`src/rtl/lsu_pkg.sv`:
```
// Shared types and constants for the load/store unit: FSM state encoding, op codes and
// default widths.
package lsu_pkg;

    localparam int unsigned LSU_ADDR_W = 8;
    localparam int unsigned LSU_DATA_W = 8;

    localparam logic OP_LOAD  = 1'b0;
    localparam logic OP_STORE = 1'b1;

    typedef enum logic [1:0] {
        S_IDLE   = 2'd0,
        S_ACCESS = 2'd1,
        S_RESP   = 2'd2
    } lsu_state_e;

endpackage

```
`src/rtl/lsu_agen.sv`:
```
// Effective-address generator: base plus two's-complement offset, wrapping modulo 2**ADDR_W.
module lsu_agen
    import lsu_pkg::*;
#(
    parameter int unsigned ADDR_W = LSU_ADDR_W
) (
    input  logic [ADDR_W-1:0] i_base,
    input  logic [ADDR_W-1:0] i_offset,
    output logic [ADDR_W-1:0] o_ea
);

    // Same-width add drops the carry, which is exactly the modulo wrap we want.
    assign o_ea = i_base + i_offset;

endmodule

```
`src/rtl/load_store_unit.sv`:
```
// Load/store sequencer between execute stage and a 256x8 data memory port.
// Optional LSU_BOUNDS_EN macro enables the effective-address bounds check against ADDR_LIMIT.
module load_store_unit
    import lsu_pkg::*;
#(
    parameter int unsigned        ADDR_W     = LSU_ADDR_W,
    parameter int unsigned        DATA_W     = LSU_DATA_W,
    parameter logic [ADDR_W-1:0]  ADDR_LIMIT = 'hEF
) (
    input  logic              i_clk,
    input  logic              i_rst_n,
    input  logic              i_req_valid,
    output logic              o_req_ready,
    input  logic              i_req_op,
    input  logic [ADDR_W-1:0] i_req_base,
    input  logic [ADDR_W-1:0] i_req_offset,
    input  logic [DATA_W-1:0] i_req_wdata,
    output logic              o_resp_valid,
    input  logic              i_resp_ready,
    output logic [DATA_W-1:0] o_resp_data,
    output logic              o_resp_fault,
    output logic [ADDR_W-1:0] o_mem_addr,
    output logic              o_mem_write,
    output logic              o_mem_read,
    output logic [DATA_W-1:0] o_mem_wdata,
    input  logic [DATA_W-1:0] i_mem_rdata,
    output logic              o_busy
);

    lsu_state_e        r_state;
    logic              r_op;
    logic [ADDR_W-1:0] r_ea;
    logic [DATA_W-1:0] r_wdata;
    logic [DATA_W-1:0] r_resp_data;
    logic [ADDR_W-1:0] w_ea;

    lsu_agen #(
        .ADDR_W (ADDR_W)
    ) u_agen (
        .i_base   (i_req_base),
        .i_offset (i_req_offset),
        .o_ea     (w_ea)
    );

`ifdef LSU_BOUNDS_EN
    logic r_resp_fault;
    logic w_out_of_range;

    assign w_out_of_range = (w_ea > ADDR_LIMIT);
    assign o_resp_fault   = r_resp_fault;
`else
    logic w_unused_limit;

    assign w_unused_limit = ^ADDR_LIMIT;
    assign o_resp_fault   = 1'b0;
`endif

    always_ff @(posedge i_clk or negedge i_rst_n) begin
        if (!i_rst_n) begin
            r_state     <= S_IDLE;
            r_op        <= OP_LOAD;
            r_ea        <= '0;
            r_wdata     <= '0;
            r_resp_data <= '0;
`ifdef LSU_BOUNDS_EN
            r_resp_fault <= 1'b0;
`endif
        end else begin
            case (r_state)
                S_IDLE: begin
                    if (i_req_valid) begin
                        r_op        <= i_req_op;
                        r_wdata     <= i_req_wdata;
                        r_ea        <= w_ea;
                        r_resp_data <= '0;
`ifdef LSU_BOUNDS_EN
                        // Out-of-range requests bypass the memory cycle entirely.
                        r_resp_fault <= w_out_of_range;
                        r_state      <= w_out_of_range ? S_RESP : S_ACCESS;
`else
                        r_state     <= S_ACCESS;
`endif
                    end
                end
                S_ACCESS: begin
                    if (r_op == OP_LOAD) begin
                        r_resp_data <= i_mem_rdata;
                    end
                    r_state <= S_RESP;
                end
                S_RESP: begin
                    if (i_resp_ready) begin
                        r_state <= S_IDLE;
                    end
                end
                default: r_state <= S_IDLE;
            endcase
        end
    end

    // Strobes decode from registered state so an async reset drops them at once.
    assign o_mem_write  = (r_state == S_ACCESS) && (r_op == OP_STORE);
    assign o_mem_read   = (r_state == S_ACCESS) && (r_op == OP_LOAD);
    assign o_mem_addr   = r_ea;
    assign o_mem_wdata  = r_wdata;
    assign o_resp_data  = r_resp_data;
    assign o_resp_valid = (r_state == S_RESP);
    assign o_req_ready  = (r_state == S_IDLE);
    assign o_busy       = (r_state != S_IDLE);

endmodule

```
`config.mk`:
```
export PLATFORM = sky130hd
export DESIGN_NAME = load_store_unit
export DESIGN_NICKNAME = d
export VERILOG_FILES = /design/src/rtl/lsu_pkg.sv /design/src/rtl/lsu_agen.sv /design/src/rtl/load_store_unit.sv
export SDC_FILE = /design/constraint.sdc
export NUM_CORES = 1
export LEC_CHECK = 0
export CORE_MARGIN = 2
export CORE_UTILIZATION = 40
export CTS_CLUSTER_DIAMETER = 60
export DETAILED_ROUTE_END_ITERATION = 8
export GPL_TIMING_DRIVEN = 0
export PLACE_DENSITY = 0.83
export SETUP_SLACK_MARGIN = 0.15
export SLEW_MARGIN = 5
export SYNTH_ARGS = -nofsm -noshare
export SYNTH_HDL_FRONTEND = slang
export SYNTH_SLANG_ARGS = --single-unit
```
`constraint.sdc`:
```
create_clock -name i_clk -period 2.01 [get_ports i_clk]
set_clock_uncertainty 0.15 [all_clocks]
set_input_delay 0.3015 -clock i_clk [delete_from_list [all_inputs] [get_ports i_clk]]
set_output_delay 0.3015 -clock i_clk [all_outputs]
set_load 0.01 [all_outputs]
```
* Word level (Yosys, flattened, before mapping)
Index checks and enable logic that the tools add are counted.
W data, S select, Z words.
** Storage, ports and cells
- Output and inout port bits :: 30
- Logic and storage cells :: 26
- Register bits :: 27
- Input port bits :: 37
** Operators by class
- Reductions and logical operators :: 8
- Bitwise logic cells :: 1
- Eq/ne operators :: 5
- Mux-type cells :: 6
- $add $sub $neg :: 1
** Operators by type and width (count)
- $mux W8 :: 2
- $pmux W8 S2 :: 1
- $add A8 B8 Y8 :: 1
- $pmux W2 S3 :: 1
- $mux W2 :: 2
- $ne A2 B2 Y1 const B :: 2
- $reduce_and A2 Y1 :: 2
- $reduce_bool A2 Y1 :: 2
- $reduce_and A3 Y1 :: 1
- $eq A2 B1 Y1 const B :: 1
- $eq A2 B2 Y1 const B :: 1
- $logic_and A1 B1 Y1 :: 2
- $logic_not A2 Y1 :: 1
- $ne A2 B1 Y1 const B :: 1
- $not A1 Y1 :: 1

* Longest topological paths before layout
- Depth in word-level cells :: 3
- Depth in mapped cells :: 7
- Mapped depth without buffers :: 7

* By module
Synthesis repeated with hierarchy kept, for this count alone.
** Unflattened totals
- Cells, all modules :: 139
- Area total of the unflattened synthesis :: 1536.5 um^2
** By module, submodules not included
- load_store_unit :: sequential area each 675.6 um^2, cells each 97, instances 1, area each 1204.9 um^2
- lsu_agen :: sequential area each 0.0 um^2, cells each 42, instances 1, area each 331.6 um^2

* Worst setup path before layout
No wires, ideal clock.
- Kind :: input to register
- Start :: input port i_req_base[0]
- End :: register r_ea[6], in the netlist o_mem_addr[6]
- Data arrival time :: 1.589 ns
- Slack :: 0.203 ns
- Path buffers :: 0
- Data required time :: 1.791 ns
- Cell stages on the path :: 7
- Library setup time :: 0.069 ns
- Cell sequence :: ha_1 -> inv_1 -> fa_1 -> nor2b_1 -> o31a_1 -> or4_1 -> nand3_1
** On the way
- Word-level cells in the longest chain between the ends :: 1
** RTL lines
- from (decl) :: line load_store_unit.sv:15 : input logic [ADDR_W-1:0] i_req_base,
- $add A8 B8 Y8 :: line lsu_agen.sv:13 : assign o_ea = i_base + i_offset;
- to (signal assigned) :: line load_store_unit.sv:74 : r_ea <= w_ea;
- to (decl) :: line load_store_unit.sv:32 : logic [ADDR_W-1:0] r_ea;
No other way between the ends.
A chain may end at the register's enable or synchronous reset.

* Final worst setup path
- Start :: register r_state[1]
- End :: register r_ea[6], in the netlist o_mem_addr[6]
** On the way
- Word-level cells in the longest chain between the ends :: 2
** RTL lines
- from (decl) :: line load_store_unit.sv:30 : lsu_state_e r_state;
- from (signal assigned) :: line load_store_unit.sv:60 : r_state <= S_IDLE;
- from (signal assigned) :: line load_store_unit.sv:81 : r_state <= S_ACCESS;
- from (signal assigned) :: line load_store_unit.sv:89 : r_state <= S_RESP;
- $logic_not A2 Y1 :: line load_store_unit.sv:69 : case (r_state)
- $reduce_and A2 Y1 (no line)
No other way between the ends.

==> key figures <==
STA
  • Period minus WS final: 1850 ps
  • Max Slew Vio Count: 0
  • Peak Freq: about 540 MHz
  • Final Hold Vio Count: 0
  • Final setup vio count: 0
  • Pin slew with the least headroom to its limit: 585 ps
  • Fin crit share: 91.8%
  • RSZ-0062 raised after global routing: true
  • Slew margin rel.: approximately three fifths
  • Setup Total Neg Slack: 0 ps

Global routing
  • Pin count of the biggest net entering global routing: 28
  • First-pass GRT wire length: 5510 um
  • Total global routing overflow: 0
  • GR Util met1: between 20% and 30%
  • Number of global-route vias before repair: 1212
  • Top Usage Layer GRT: met2
  • Global-route usage over all layers: 17.4%
  • Antenna violations before repair: 0
  • M2 GR Usage: between 20% and 30%
  • M3 GR Usage: 3.24%

Placement
  • IO buf count: 65
  • Placed cells: 253
  • RePlAce Congestion: 0.802
  • Dpl hpwl: between 2000 and 2500 um

Synth
  • Ys flop type: dfrtp_1
  • Post-synth EDFFs: 0
  • Synth Register Bits: 27
  • Yosys warnings: 0
  • Post-synth top area share: 49.5%
  • Post-synthesis sequential area ratio: 49.5%
  • Post-Synthesis Cell Area: 1370 um^2
  • Most frequent cell after synthesis: nand2_1
  • Post-Syn Instances: 142
  • Yosys top cell by area: dfrtp_1
  • Synth top cells by count: 35 x nand2_1, 27 x dfrtp_1, 9 x o21ai_0, 8 x a22o_1, 8 x inv_1
  • Distinct cells, synth: 36
  • Async SR Flop Fraction: 100%
  • Synthesized Nets: about 190
  • Synth top area cells: dfrtp_1 49%, nand2_1 9.6%, ha_1 6.4%
  • Syn avg cell area: 9.62 um^2

Critical path
  • Setup Crit Path Kind: flip-flop to flip-flop
  • Crit path top cell by count: buf_6
  • R2R Setup Slk: 160 ps
  • Crit Path Max Fanout: 7
  • Worst setup EP type: flip-flop
  • Reg2reg end: o_mem_addr[6]
  • CP max-delay cell: or4_4
  • Reg2reg start: r_state[1]
  • Crit-path cells: buf_6 > or3b_4 > buf_6 > or4_4 > nand3_2
  • CP Launch Type: flip-flop
  • CP Data Arrival Time: 1980 ps
  • Worst Path Required: 2140 ps
  • Worst Setup EP: o_mem_addr[6]
  • Setup crit start: r_state[1]
  • FF-to-FF path depth: 5
  • Crit-path max cell delay: 480 ps

Layout
  • Number of diodes: 0
  • P&R area growth vs syn: 62.3%
  • Share of cells above drive strength 1: 15.0%
  • Final Non-Filler Cells: 266
  • Final nets: around 270

Die
  • Num ports: 67
  • Initial Util: about 41%
  • Die width: 62.4 um
  • Core Region: 3310 um^2
  • Die Footprint: 3900 um^2
  • Site row count: 21
  • Die H: 62.4 um

Power
  • Leakage: 1.03 nW
  • Switching pwr: 0.948 mW
  • Combinational Power Share: 54.9%
  • Sequential share of power: 35.7%
  • Power share of the clock group: 9.3%
  • Sw frac: 35.8%
  • Internal cell power: 1.70 mW
  • Peak supply drop: between 0.5 and 0.6 mV
  • Power Density: 1190 nW/um^2

CTS
  • Num CTS Buffers: 3
  • Clock slew at reported path FFs: 160 ps
  • CTS tree: yes
  • H-tree Lvls: 1
  • TritonCTS Sinks: 27
  • CTS max path bufs: 2
  • Root buffer cell: clkbuf_4
  • Worst-Skew Late Latency: around 320 ps

Routing
  • Drt first pass iters: 4
  • Avg WL per Cell: 12.5 um
  • Total length of routed wires: 3340 um
  • Vias per cell: between 4 and 5
  • 1st-iter DRT viols: 48
  • DRC: 0
  • ANT nets after route: 0
  • Vias: 1293

Status
  • Status: finished, final reports clean

Run
  • MaxCap Viol Count: 0

Hold path
  • Worst Hold Class: input pin to flip-flop
cells by family after synthesis:
logic type / share of synthesized area [%]
AOI/OAI and AO/OA: 17.3
xor gates and xnor gates: 1.28
adders and majority gates: 7.88
buffers and inverters: 4.76
DFF: 49.5
muxes: 0.733
other: 0.274
and+or+nand+nor: 18.3
through the flow:
step	utilization, %	worst slack, ps	power (mW)	cell area, um^2	hold WS (ps)
6_report	67.0	165	2.65	2220	262
2_1_floorplan	-	203	1.55	1370	-144
3_3_place_gp	62.7	-311	2.27	2070	306
4_1_cts	65.9	135	2.61	2180	255
3_5_place_dp	62.7	-340	2.31	2070	313
5_1_grt	67.0	125	2.85	2220	278
final cells by class:
cell class / instances / area (um^2)
inverter: 9 / 33.8
multi-input combinational: 101 / 679
sequential: 27 / 676
tap: 46 / 57.6
clock buffer: 3 / 22.5
timing repair buffer: 74 / 706
fill: 284 / 1090
clock inverter: 1 / 7.51
buffer: 5 / 35.0
worst min-delay path by stage:
stage	slack [ps]	cells past startpoint	startpoint	end
3_5_place_dp	310	2	o_mem_wdata[3]	o_mem_wdata[3]
5_1_grt	280	4	i_req_base[0]	o_mem_addr[0]
6_report	260	4	i_req_base[0]	o_mem_addr[0]
2_1_floorplan	-140	0	i_rst_n	o_mem_addr[0]
4_1_cts	260	4	i_req_base[0]	o_mem_addr[0]
3_3_place_gp	310	2	o_mem_wdata[2]	o_mem_wdata[2]
critical path: cells and delay by family (launching register included):
family / cells / cell delay, ps
AND/OR/NAND/NOR: 3 / 950
flip-flops: 1 / 440
buffers and inverters: 2 / 270
registers in the layout, summed over array words and instances (netlist names):
register and flops:
o_mem_addr 8, o_mem_wdata 8, o_resp_data 8, r_state 2
r_op 1
metal layers:
layer / share of wire [%] / vias up
met2: 48 / 47
met3: 5.6 / 2
li1: - / 643
met1: 45 / 601
met4: 0.99 / 0
met5: 0 / -
layout by cell type, fill, tap and decap left out, types with 3 or more instances in the layout:
master and count:
nor2_1 6, buf_4 7, clkbuf_4 4, buf_6 3
ha_1 5, o21ai_0 8, inv_1 7, clkdlybuf4s50_1 56
nand2_1 35, a22o_1 8, dlygate4sd2_1 6, dfrtp_1 27
power groups by stage:
stage / logic, mW / registers [mW] / clock network, mW
2_1_floorplan: 0.500 / 1.05 / 0
3_3_place_gp: 1.33 / 0.940 / 0
3_5_place_dp: 1.35 / 0.952 / 0
4_1_cts: 1.41 / 0.943 / 0.251
5_1_grt: 1.59 / 0.983 / 0.277
6_report: 1.45 / 0.945 / 0.247
what timing repair did:
action / in CTS / in global routing
setup endpoints to repair: 17 / 15
endpoints found under the hold margin: 0 / 27
pin swaps: 7 / 4
hold buffers: 0 / 1
buffers inserted: 6 / 2
resized for setup: 19 / 13
No activity file was read; power rests on OpenSTA's default activity.
